===== src/rtl/mul_div_unit_if.sv =====
// Request/response bus of the iterative multiply/divide unit.
interface mul_div_unit_if #(
    parameter int unsigned WIDTH = 32,
    parameter int unsigned TAG_W = 5
);
    logic             in_valid;
    logic             in_ready;
    logic [2:0]       in_op;
    logic [WIDTH-1:0] in_src1;
    logic [WIDTH-1:0] in_src2;
    logic [TAG_W-1:0] in_tag;
    logic             out_valid;
    logic             out_ready;
    logic [WIDTH-1:0] out_result;
    logic [TAG_W-1:0] out_tag;

    // Issuing side: presents requests and accepts results.
    modport master (
        output in_valid, in_op, in_src1, in_src2, in_tag, out_ready,
        input  in_ready, out_valid, out_result, out_tag
    );

    // Execution unit side.
    modport slave (
        input  in_valid, in_op, in_src1, in_src2, in_tag, out_ready,
        output in_ready, out_valid, out_result, out_tag
    );
endinterface


===== src/rtl/mul_div_unit.sv =====
// Iterative radix-2 shift-add multiplier / restoring divider with
// valid/ready handshake, flush abort and held result.
module mul_div_unit #(
    parameter int unsigned WIDTH = 32,
    parameter int unsigned TAG_W = 5
) (
    input  logic          clk,
    input  logic          reset,
    input  logic          flush,
    mul_div_unit_if.slave bus
);
    localparam int unsigned CNT_W = $clog2(WIDTH + 1);
    localparam int unsigned PW    = 2 * WIDTH;

    localparam logic [2:0] OP_MUL   = 3'd0;
    localparam logic [2:0] OP_MULH  = 3'd1;
    localparam logic [2:0] OP_MULHU = 3'd2;
    localparam logic [2:0] OP_DIV   = 3'd3;
    localparam logic [2:0] OP_MOD   = 3'd4;
    localparam logic [2:0] OP_DIVU  = 3'd5;
    localparam logic [2:0] OP_MODU  = 3'd6;

    localparam logic [WIDTH-1:0] MIN_NEG = {1'b1, {(WIDTH-1){1'b0}}};

    typedef enum logic [1:0] {
        S_IDLE = 2'd0,
        S_BUSY = 2'd1,
        S_DONE = 2'd2
    } state_e;

    state_e           state_q,      state_d;
    logic [PW-1:0]    acc_q,        acc_d;        // {hi: partial product / remainder, lo: multiplier / quotient}
    logic [WIDTH-1:0] opb_q,        opb_d;        // multiplicand or divisor magnitude
    logic [2:0]       op_q,         op_d;
    logic [TAG_W-1:0] tag_q,        tag_d;
    logic             neg_q,        neg_d;
    logic             spec_q,       spec_d;
    logic [WIDTH-1:0] spec_val_q,   spec_val_d;
    logic [CNT_W-1:0] cnt_q,        cnt_d;
    logic             out_valid_q,  out_valid_d;
    logic [WIDTH-1:0] out_result_q, out_result_d;
    logic [TAG_W-1:0] out_tag_q,    out_tag_d;

    logic             in_ready_c;
    logic             in_signed_c, in_is_div_c, in_is_rem_c;
    logic             s1_neg_c, s2_neg_c, div_zero_c, div_ovf_c;
    logic [WIDTH-1:0] mag1_c, mag2_c, spec_val_c;

    logic [WIDTH:0]   mul_sum_c, div_trial_c, div_diff_c;
    logic [PW-1:0]    mul_next_c, div_next_c, acc_neg_c;
    logic [WIDTH-1:0] quo_c, rem_c, final_c;
    logic             op_is_div_c;

    assign in_ready_c     = (state_q == S_IDLE) && !flush && !reset;
    assign bus.in_ready   = in_ready_c;
    assign bus.out_valid  = out_valid_q;
    assign bus.out_result = out_result_q;
    assign bus.out_tag    = out_tag_q;

    // Request decode: operand magnitudes, result sign and special-case override.
    always_comb begin
        in_signed_c = (bus.in_op == OP_MULH) || (bus.in_op == OP_DIV) || (bus.in_op == OP_MOD);
        in_is_div_c = (bus.in_op == OP_DIV) || (bus.in_op == OP_MOD) ||
                      (bus.in_op == OP_DIVU) || (bus.in_op == OP_MODU);
        in_is_rem_c = (bus.in_op == OP_MOD) || (bus.in_op == OP_MODU);
        s1_neg_c    = in_signed_c && bus.in_src1[WIDTH-1];
        s2_neg_c    = in_signed_c && bus.in_src2[WIDTH-1];
        mag1_c      = s1_neg_c ? ((~bus.in_src1) + WIDTH'(1)) : bus.in_src1;
        mag2_c      = s2_neg_c ? ((~bus.in_src2) + WIDTH'(1)) : bus.in_src2;
        div_zero_c  = in_is_div_c && (bus.in_src2 == '0);
        div_ovf_c   = ((bus.in_op == OP_DIV) || (bus.in_op == OP_MOD)) &&
                      (bus.in_src1 == MIN_NEG) && (bus.in_src2 == '1);
        if (div_zero_c) begin
            spec_val_c = in_is_rem_c ? bus.in_src1 : '1;
        end else begin
            spec_val_c = in_is_rem_c ? '0 : MIN_NEG;
        end
    end

    // One radix-2 step of each algorithm plus final sign fix-up.
    always_comb begin
        op_is_div_c = (op_q == OP_DIV) || (op_q == OP_MOD) ||
                      (op_q == OP_DIVU) || (op_q == OP_MODU);
        mul_sum_c   = {1'b0, acc_q[PW-1:WIDTH]} +
                      (acc_q[0] ? {1'b0, opb_q} : {(WIDTH+1){1'b0}});
        mul_next_c  = {mul_sum_c, acc_q[WIDTH-1:1]};
        div_trial_c = {acc_q[PW-1:WIDTH], acc_q[WIDTH-1]};
        div_diff_c  = div_trial_c - {1'b0, opb_q};
        div_next_c  = div_diff_c[WIDTH] ? {div_trial_c[WIDTH-1:0], acc_q[WIDTH-2:0], 1'b0}
                                        : {div_diff_c[WIDTH-1:0],  acc_q[WIDTH-2:0], 1'b1};
        acc_neg_c   = (~acc_q) + PW'(1);
        quo_c       = neg_q ? acc_neg_c[WIDTH-1:0] : acc_q[WIDTH-1:0];
        rem_c       = neg_q ? ((~acc_q[PW-1:WIDTH]) + WIDTH'(1)) : acc_q[PW-1:WIDTH];
        case (op_q)
            OP_MULH:          final_c = neg_q ? acc_neg_c[PW-1:WIDTH] : acc_q[PW-1:WIDTH];
            OP_MULHU:         final_c = acc_q[PW-1:WIDTH];
            OP_DIV, OP_DIVU:  final_c = quo_c;
            OP_MOD, OP_MODU:  final_c = rem_c;
            default:          final_c = acc_q[WIDTH-1:0];
        endcase
    end

    // Next-state and registered-output logic.
    always_comb begin
        state_d      = state_q;
        acc_d        = acc_q;
        opb_d        = opb_q;
        op_d         = op_q;
        tag_d        = tag_q;
        neg_d        = neg_q;
        spec_d       = spec_q;
        spec_val_d   = spec_val_q;
        cnt_d        = cnt_q;
        out_valid_d  = out_valid_q;
        out_result_d = out_result_q;
        out_tag_d    = out_tag_q;

        case (state_q)
            S_IDLE: begin
                if (bus.in_valid && in_ready_c) begin
                    op_d       = bus.in_op;
                    tag_d      = bus.in_tag;
                    neg_d      = in_is_rem_c ? s1_neg_c : (s1_neg_c ^ s2_neg_c);
                    spec_d     = div_zero_c || div_ovf_c;
                    spec_val_d = spec_val_c;
                    cnt_d      = '0;
                    if (in_is_div_c) begin
                        acc_d = {{WIDTH{1'b0}}, mag1_c};
                        opb_d = mag2_c;
                    end else begin
                        acc_d = {{WIDTH{1'b0}}, mag2_c};
                        opb_d = mag1_c;
                    end
                    state_d = S_BUSY;
                end
            end
            S_BUSY: begin
                if (cnt_q == CNT_W'(WIDTH)) begin
                    out_result_d = spec_q ? spec_val_q : final_c;
                    out_tag_d    = tag_q;
                    out_valid_d  = 1'b1;
                    state_d      = S_DONE;
                end else begin
                    acc_d = op_is_div_c ? div_next_c : mul_next_c;
                    cnt_d = cnt_q + CNT_W'(1);
                end
            end
            S_DONE: begin
                if (bus.out_ready) begin
                    out_valid_d = 1'b0;
                    state_d     = S_IDLE;
                end
            end
            default: state_d = S_IDLE;
        endcase

        if (flush) begin
            state_d     = S_IDLE;
            out_valid_d = 1'b0;
        end
    end

    // State and datapath registers with synchronous reset.
    always_ff @(posedge clk) begin
        if (reset) begin
            state_q      <= S_IDLE;
            acc_q        <= '0;
            opb_q        <= '0;
            op_q         <= '0;
            tag_q        <= '0;
            neg_q        <= 1'b0;
            spec_q       <= 1'b0;
            spec_val_q   <= '0;
            cnt_q        <= '0;
            out_valid_q  <= 1'b0;
            out_result_q <= '0;
            out_tag_q    <= '0;
        end else begin
            state_q      <= state_d;
            acc_q        <= acc_d;
            opb_q        <= opb_d;
            op_q         <= op_d;
            tag_q        <= tag_d;
            neg_q        <= neg_d;
            spec_q       <= spec_d;
            spec_val_q   <= spec_val_d;
            cnt_q        <= cnt_d;
            out_valid_q  <= out_valid_d;
            out_result_q <= out_result_d;
            out_tag_q    <= out_tag_d;
        end
    end
endmodule

===== src/flat_wrapper.sv =====
// flat-port wrapper written by rule: the top's interface ports become plain ports
module mul_div_unit_flat 
#(
    parameter int unsigned WIDTH = 32,
    parameter int unsigned TAG_W = 5
)
  (clk, reset, flush, bus_in_valid, bus_in_op, bus_in_src1, bus_in_src2, bus_in_tag, bus_out_ready, bus_in_ready, bus_out_valid, bus_out_result, bus_out_tag);
  mul_div_unit_if #(.WIDTH(WIDTH), .TAG_W(TAG_W)) bus_i ();
  input  logic clk;
  input  logic reset;
  input  logic flush;
  input wire logic [$bits(bus_i.in_valid)-1:0] bus_in_valid;
  input wire logic [$bits(bus_i.in_op)-1:0] bus_in_op;
  input wire logic [$bits(bus_i.in_src1)-1:0] bus_in_src1;
  input wire logic [$bits(bus_i.in_src2)-1:0] bus_in_src2;
  input wire logic [$bits(bus_i.in_tag)-1:0] bus_in_tag;
  input wire logic [$bits(bus_i.out_ready)-1:0] bus_out_ready;
  output wire logic [$bits(bus_i.in_ready)-1:0] bus_in_ready;
  output wire logic [$bits(bus_i.out_valid)-1:0] bus_out_valid;
  output wire logic [$bits(bus_i.out_result)-1:0] bus_out_result;
  output wire logic [$bits(bus_i.out_tag)-1:0] bus_out_tag;
  assign bus_i.in_valid = bus_in_valid;
  assign bus_i.in_op = bus_in_op;
  assign bus_i.in_src1 = bus_in_src1;
  assign bus_i.in_src2 = bus_in_src2;
  assign bus_i.in_tag = bus_in_tag;
  assign bus_i.out_ready = bus_out_ready;
  assign bus_in_ready = bus_i.in_ready;
  assign bus_out_valid = bus_i.out_valid;
  assign bus_out_result = bus_i.out_result;
  assign bus_out_tag = bus_i.out_tag;
  mul_div_unit #(.WIDTH(WIDTH), .TAG_W(TAG_W)) u_core (.clk(clk), .reset(reset), .flush(flush), .bus(bus_i));
endmodule

===== config.mk =====
export PLATFORM = sky130hd
export DESIGN_NAME = mul_div_unit_flat
export DESIGN_NICKNAME = d
export VERILOG_FILES = /design/src/rtl/mul_div_unit_if.sv /design/src/rtl/mul_div_unit.sv /design/src/flat_wrapper.sv
export SDC_FILE = /design/constraint.sdc
export NUM_CORES = 1
export LEC_CHECK = 0
export CORE_MARGIN = 5
export CORE_UTILIZATION = 25
export DETAILED_ROUTE_END_ITERATION = 8
export PLACE_DENSITY_LB_ADDON = 0.15
export SLEW_MARGIN = 20
export SYNTH_ARGS = -nofsm -noshare
export SYNTH_HDL_FRONTEND = slang
export SYNTH_SLANG_ARGS = --single-unit

===== constraint.sdc =====
create_clock -name clk -period 3.1 [get_ports clk]
set_input_delay 0.62 -clock clk [delete_from_list [all_inputs] [get_ports clk]]
set_output_delay 0.62 -clock clk [all_outputs]
set_load 0.02 [all_outputs]

==> results.txt, run 1 <==
Final min period = 3.03 ns
total die area = 72700 sq um
fin. max-slew vios = 0
CTS Sinks = 184
TritonCTS clock tree = built
share of cells above drive strength 1 = 0.220
top-area cell type share of the netlist area = 0.219
setup TNS = 0 ns
grt ovf = 0
clk buf depth = 2
Final Hold Fails = 0
WP data required = 3.47 ns
DP HPWL = 71000 um
synth top area cells = dfxtp_1 (22%), nand2_1 (6.8%), a21oi_1 (6.8%), nor2_1 (5.9%), ha_1 (5.3%)
Pwr Density = 337 nW/um^2
synth cell count leaders = nand2_1 (307), nor2_1 (263), a21oi_1 (228)
total power = 7830 uW
IO Port Bufs = 115
#FFs+latches synth = 184
status = finished clean
Leak = 0.00956 uW
Boundary Pins = 116
Hold/Removal Path Class = reg -> reg
Warnings, synthesis = 0
Worst Setup End Kind = flop
f_max = 330 MHz
Area growth, synth to finish = 37.9%
DRC = 0
filler-free cell count of the finished design = 3736
Top FF cell, synth = dfxtp_1
WL per Instance = 23.6 um
1st-iter DRT viols = 1899
fin worst setup slack = 0.0675 ns
Num CTS Buffers = 17
largest net degree at the start of global routing = 89
core area = 67000 sq um
Final Cycle Share = 0.978
clock-pin slew on the worst setup and hold paths = 0.08 ns
worst vdd ir = 0.279 mV
Post-Place Cells = 3691
Syn Nets = 2580
fraction of registers with async set/reset = 0
Yosys top cell by area = dfxtp_1
Cells after Synth = 2430
dpl ws = -0.460 ns
antenna violations before repair = 0
vias in the first global route = 19.6k
clk root buf = clkbuf_16
Setup Viol. Count Final = 0
total of max-cap violations = 0
clock latency at the later pin of the worst-skew pair = 0.51 ns
first-pass GRT wire length = 130000 um
drt pass-1 iters = 6
Slew Limit Headroom = 0.429
most common cell in the netlist = nand2_1
DRT antenna net count = 0
Die Y = 270 um
Final GP Congestion = 0.964
CP startpoint kind = primary input
Chip Width = 270 um
Post-Synthesis Cell Area = 16800 sq um
Cell variety after synth = 87
layout net count = 3000
crit-path max FO = 4
H-tree levels = 4
Via Count = 20.4k
Setup Skew = 0.0221 ns
kind of critical path = in -> reg
row count = 95
fillcell total = 7226
Post-synth EDFFs = 0
Slew @ Worst Pin = 0.857 ns
Antenna Diode Count = 0
sequential-to-total area share from yosys stat = 0.219
Avg Inst Size Synth = 6.93 sq um
vias per cell = 5.45
Arrival @ worst endpoint = 3.40 ns
starting density of the core = 0.251
Total Routing Usage GR = 0.233
final wirelength = 88200 um
## worst paths after layout
path	from	depth (start not counted)	endpoint	slack, ns
min reg2reg	u_core.bus.out_result[5]	2	u_core.bus.out_result[5]	0.46
max	bus_in_src1[4]	10	u_core.acc_q[26]	0.07
min	u_core.bus.out_result[5]	2	u_core.bus.out_result[5]	0.46
max reg2reg	u_core.acc_q[0]	14	u_core.acc_q[51]	0.08
## cell usage in the layout, fill, tap and decap left out, types with 14 or more instances in the layout
cell type / netlist / final
a221oi_1: 20 / 18
a31oi_1: 28 / 25
nand3_1: 66 / 65
or3_1: 18 / 18
o41ai_1: 18 / 14
dfxtp_1: 184 / 180
and2_1: 14 / 14
nor3_1: 74 / 70
a22oi_1: 20 / 20
ha_1: 71 / 65
nand4_1: 34 / 34
o211ai_1: 40 / 40
o221ai_1: 19 / 19
clkdlybuf4s50_1: 0 / 114
xnor2_1: 77 / 76
nor2_1: 263 / 257
o21ai_0: 177 / 173
a21o_1: 32 / 32
buf_12: 0 / 15
buf_4: 1 / 456
xor2_1: 82 / 79
or4_1: 20 / 17
clkbuf_16: 0 / 18
o31ai_1: 40 / 38
a21oi_1: 228 / 218
mux2i_1: 37 / 37
nand2_1: 307 / 305
a211oi_1: 45 / 41
nand2b_1: 18 / 17
nor4_1: 20 / 19
inv_1: 83 / 80
## per-layer routing
metal / GRT usage / up-vias / part of all wire
li1: - / 9699 / -
met1: 0.323 / 9862 / 0.46
met2: 0.367 / 700 / 0.44
met3: 0.0371 / 112 / 0.060
met4: 0.0835 / 0 / 0.039
met5: 0 / - / 0
## registers in the layout, summed over array words and instances (netlist names)
register / flops
u_core.op_q: 3
u_core.bus.out_valid: 1
u_core.cnt_q: 6
u_core.opb_q: 32
u_core.tag_q: 5
u_core.acc_q: 64
u_core.bus.out_result: 32
u_core.spec_q: 1
u_core.neg_q: 1
u_core.spec_val_q: 32
u_core.state_q: 2
u_core.bus.out_tag: 5
## worst max-delay path, cell delays in order
cell,delay (ns)
clkdlybuf4s50_1,0.44
or4_4,0.57
or4_4,0.45
nor4_4,0.34
buf_4,0.19
a31oi_1,0.11
xnor2_1,0.25
nand2_1,0.09
a311oi_1,0.27
nor3_1,0.07
## per-stage QoR
| stage | instance area (sq um) | util | hold slack [ns] |
|---|---|---|---|
| after floorplan | 16900 | - | 0.418 |
| after global placement | 22100 | 0.329 | 0.437 |
| after detailed placement | 22100 | 0.329 | 0.444 |
| after CTS | 22800 | 0.340 | 0.461 |
| after global routing | 23200 | 0.347 | 0.482 |
| final | 23200 | 0.347 | 0.458 |
## cell type report
| class | count | area, sq um | share of cell area |
|---|---|---|---|
| inverters | 83 | 312 | 0.0134 |
| flip-flops and latches | 184 | 3690 | 0.159 |
| multi-input cells | 1973 | 12600 | 0.540 |
| clock inverters | 15 | 211 | 0.00910 |
| well taps | 873 | 1090 | 0.0470 |
| clock buffers | 17 | 425 | 0.0183 |
| repair buffers | 591 | 4950 | 0.213 |
## what timing repair did
action,CTS,global route
endpoints found under the hold margin,0,0
setup endpoints to repair,39,49
setup buffers,2,10
resized for setup,17,72
hold buffers,0,0
pin swaps,5,16
gates cloned,0,1
## report_power, final
group,switching [uW],internal [uW]
Combinational,1690,1210
Sequential,58.9,2440
Clock,1310,1120
Total,3060,4770
## cells by family (layout without fill, tap and decap cells)
| kind of cell | Yosys count | in the layout | synth area share |
|---|---|---|---|
| flip-flops | 184 | 184 | 0.219 |
| AO/OA/AOI/OAI | 801 | 801 | 0.308 |
| AND/OR/NAND/NOR | 901 | 901 | 0.250 |
| multiplexers | 38 | 38 | 0.0227 |
| XOR/XNOR | 159 | 159 | 0.0827 |
| adder cells (fa/ha/maj) | 74 | 74 | 0.0557 |
| buffers and inverters | 273 | 706 | 0.0627 |
(Power assumes the default switching activity.)
==> run 2: changes to the inputs <==
--- a/config.mk
+++ b/config.mk
@@ -9,6 +9,8 @@
 export CORE_UTILIZATION = 25
 export DETAILED_ROUTE_END_ITERATION = 8
 export PLACE_DENSITY_LB_ADDON = 0.15
+export SKIP_CTS_REPAIR_TIMING = 1
+export SKIP_LAST_GASP = 1
 export SLEW_MARGIN = 20
 export SYNTH_ARGS = -nofsm -noshare
 export SYNTH_HDL_FRONTEND = slang
==> run 2 against run 1 <==
Against the previous run:
- sequential share of layout area unchanged
- routed wire length increased by 0.12%
- cell area did not move
- first-iteration DRC count is 5.0% lower
- worst setup slack worse by 0.021 ns
- die area stayed put
- critical path depth grew 4
- power is 0.11% lower
- global-route usage barely moved
- final cell count unchanged
- register-to-register slack lost 0.03 ns
- critical path type is now reg -> reg
- critical endpoint is now u_core.acc_q[51]
==> results.txt, run 2 (synthesis gave the netlist of run 1 again) <==
Final GP Congestion = 0.964 (unchanged)
final wirelength = 88300 um (+0.12%)
vias per cell = 5.44 (-0.18%)
Setup Viol. Count Final = 0 (unchanged)
total of max-cap violations = 0 (unchanged)
worst hold slack = 0.459 ns (+0.000554 ns)
Arrival @ worst endpoint = 3.44 ns (+0.04 ns)
largest net degree at the start of global routing = 89 (unchanged)
vias in the first global route = 19.6k (-0.17%)
Num CTS Buffers = 17 (unchanged)
Setup Skew = 0.0216 ns (-0.000538 ns)
TritonCTS clock tree = built
grt ovf = 0 (unchanged)
status = finished clean
Top reg by flops = u_core.acc_q
Final min period = 3.05 ns (+0.0210 ns)
Worst Setup End Kind = flop
DRT antenna net count = 0 (unchanged)
CP startpoint kind = flop
Final Hold Fails = 0 (unchanged)
Final Cycle Share = 0.985 (+0.00676)
1st-iter DRT viols = 1804 (-5.0%)
first-pass GRT wire length = 130000 um (-0.14%)
Area growth, synth to finish = 37.9% (unchanged)
starting density of the core = 0.251 (unchanged)
commonest non-fill, non-tap cells in the layout = buf_4 (459), nand2_1 (305), nor2_1 (257)
WL per Instance = 23.6 um (+0.12%)
Slew @ Worst Pin = 0.861 ns (+0.00371 ns)
drt pass-1 iters = 6 (unchanged)
DP HPWL = 71000 um (unchanged)
worst vdd ir = 0.279 mV (about the same)
clock latency at the later pin of the worst-skew pair = 0.51 ns (about the same)
Antenna Diode Count = 0 (unchanged)
fin area = 23200 sq um (unchanged)
Slew Limit Headroom = 0.426 (-0.00248)
setup TNS = 0 ns (unchanged)
antenna violations before repair = 0 (unchanged)
area of the multi-input gates = 12600 sq um (about the same)
Via Count = 20.3k (-0.18%)
Hold/Removal Path Class = reg -> reg
DRC = 0 (unchanged)
total power = 7820 uW (-0.11%)
Reg area = 3690 sq um (unchanged)
Chip Width = 270 um (unchanged)
H-tree levels = 4 (unchanged)
most common library cell in the layout ignoring fill and taps = buf_4
unrepaired setup endpoints after global routing = yes
total die area = 72700 sq um (unchanged)
fillcell total = 7231 (+0.069%)
f_max = 327 MHz (-0.69%)
CTS Sinks = 184 (unchanged)
placed cell area = 22100 sq um (unchanged)
clk root buf = clkbuf_16
core area = 67000 sq um (unchanged)
IO Port Bufs = 115 (unchanged)
Boundary Pins = 116 (unchanged)
clk buf depth = 2 (unchanged)
row count = 95 (unchanged)
WP data required = 3.49 ns (+0.02 ns)
Total Routing Usage GR = 0.233 (about the same)
Leak = 0.00955 uW (about the same)
Largest register FFs = 64 (unchanged)
layout net count = 3000 (unchanged)
kind of critical path = reg -> reg
fin. max-slew vios = 0 (unchanged)
clock-pin slew on the worst setup and hold paths = 0.08 ns (about the same)
Die Y = 270 um (unchanged)
share of cells above drive strength 1 = 0.219 (-0.000349)
Pwr Density = 337 nW/um^2 (-0.11%)
crit-path max FO = 20 (+16)
==> run 2: area by class of cell <==
class | count | share of cell area
tap | 873 | 0.0470
inverter | 83 | 0.0134
clock buffer | 17 | 0.0183
clock inverter | 15 | 0.00910
multi-input combinational | 1973 | 0.541
sequential | 184 | 0.159
timing repair buffer | 591 | 0.213
==> run 2: worst max-delay path, cell delays in order (launching register included) <==
cell and delay, ns:
dfxtp_2 0.35, inv_2 0.09, buf_12 0.17, nor2_1 0.06, ha_1 0.37, a21o_1 0.23, a21oi_2 0.21, a31oi_4 0.12
buf_4 0.15, o21ai_2 0.18, buf_4 0.18, nor2b_1 0.20, xor2_1 0.33, a221oi_2 0.09, a22o_1 0.20
==> run 2: worst paths after layout <==
kind                            startpoint                  endpoint  slack [ns]  cells after the start
setup / recovery           u_core.acc_q[0]          u_core.acc_q[51]        0.05                     14
hold / removal    u_core.bus.out_result[5]  u_core.bus.out_result[5]        0.46                      2
setup reg to reg           u_core.acc_q[0]          u_core.acc_q[51]        0.05                     14
hold reg to reg   u_core.bus.out_result[5]  u_core.bus.out_result[5]        0.46                      2
==> run 2: metrics by stage <==
step,setup WS [ns],instances,util
6_report,0.0465,3736,0.347
5_1_grt,-0.0628,3736,0.347
4_1_cts,-0.281,3723,0.339
3_5_place_dp,-0.460,3691,0.329
3_3_place_gp,-0.459,3691,0.329
2_1_floorplan,0.0430,2430,-
==> run 2: metal layers <==
layer	global-route usage	vias up	share of wire
met2	0.365	710	0.44
met3	0.0372	117	0.060
met4	0.0847	0	0.040
li1	-	9704	-
met1	0.323	9805	0.46
met5	0	-	0
==> run 2: report_power, final <==
part	internal (uW)	switching, uW
clock network	1120	1310
registers	2440	58.1
logic	1200	1690
total	4770	3060
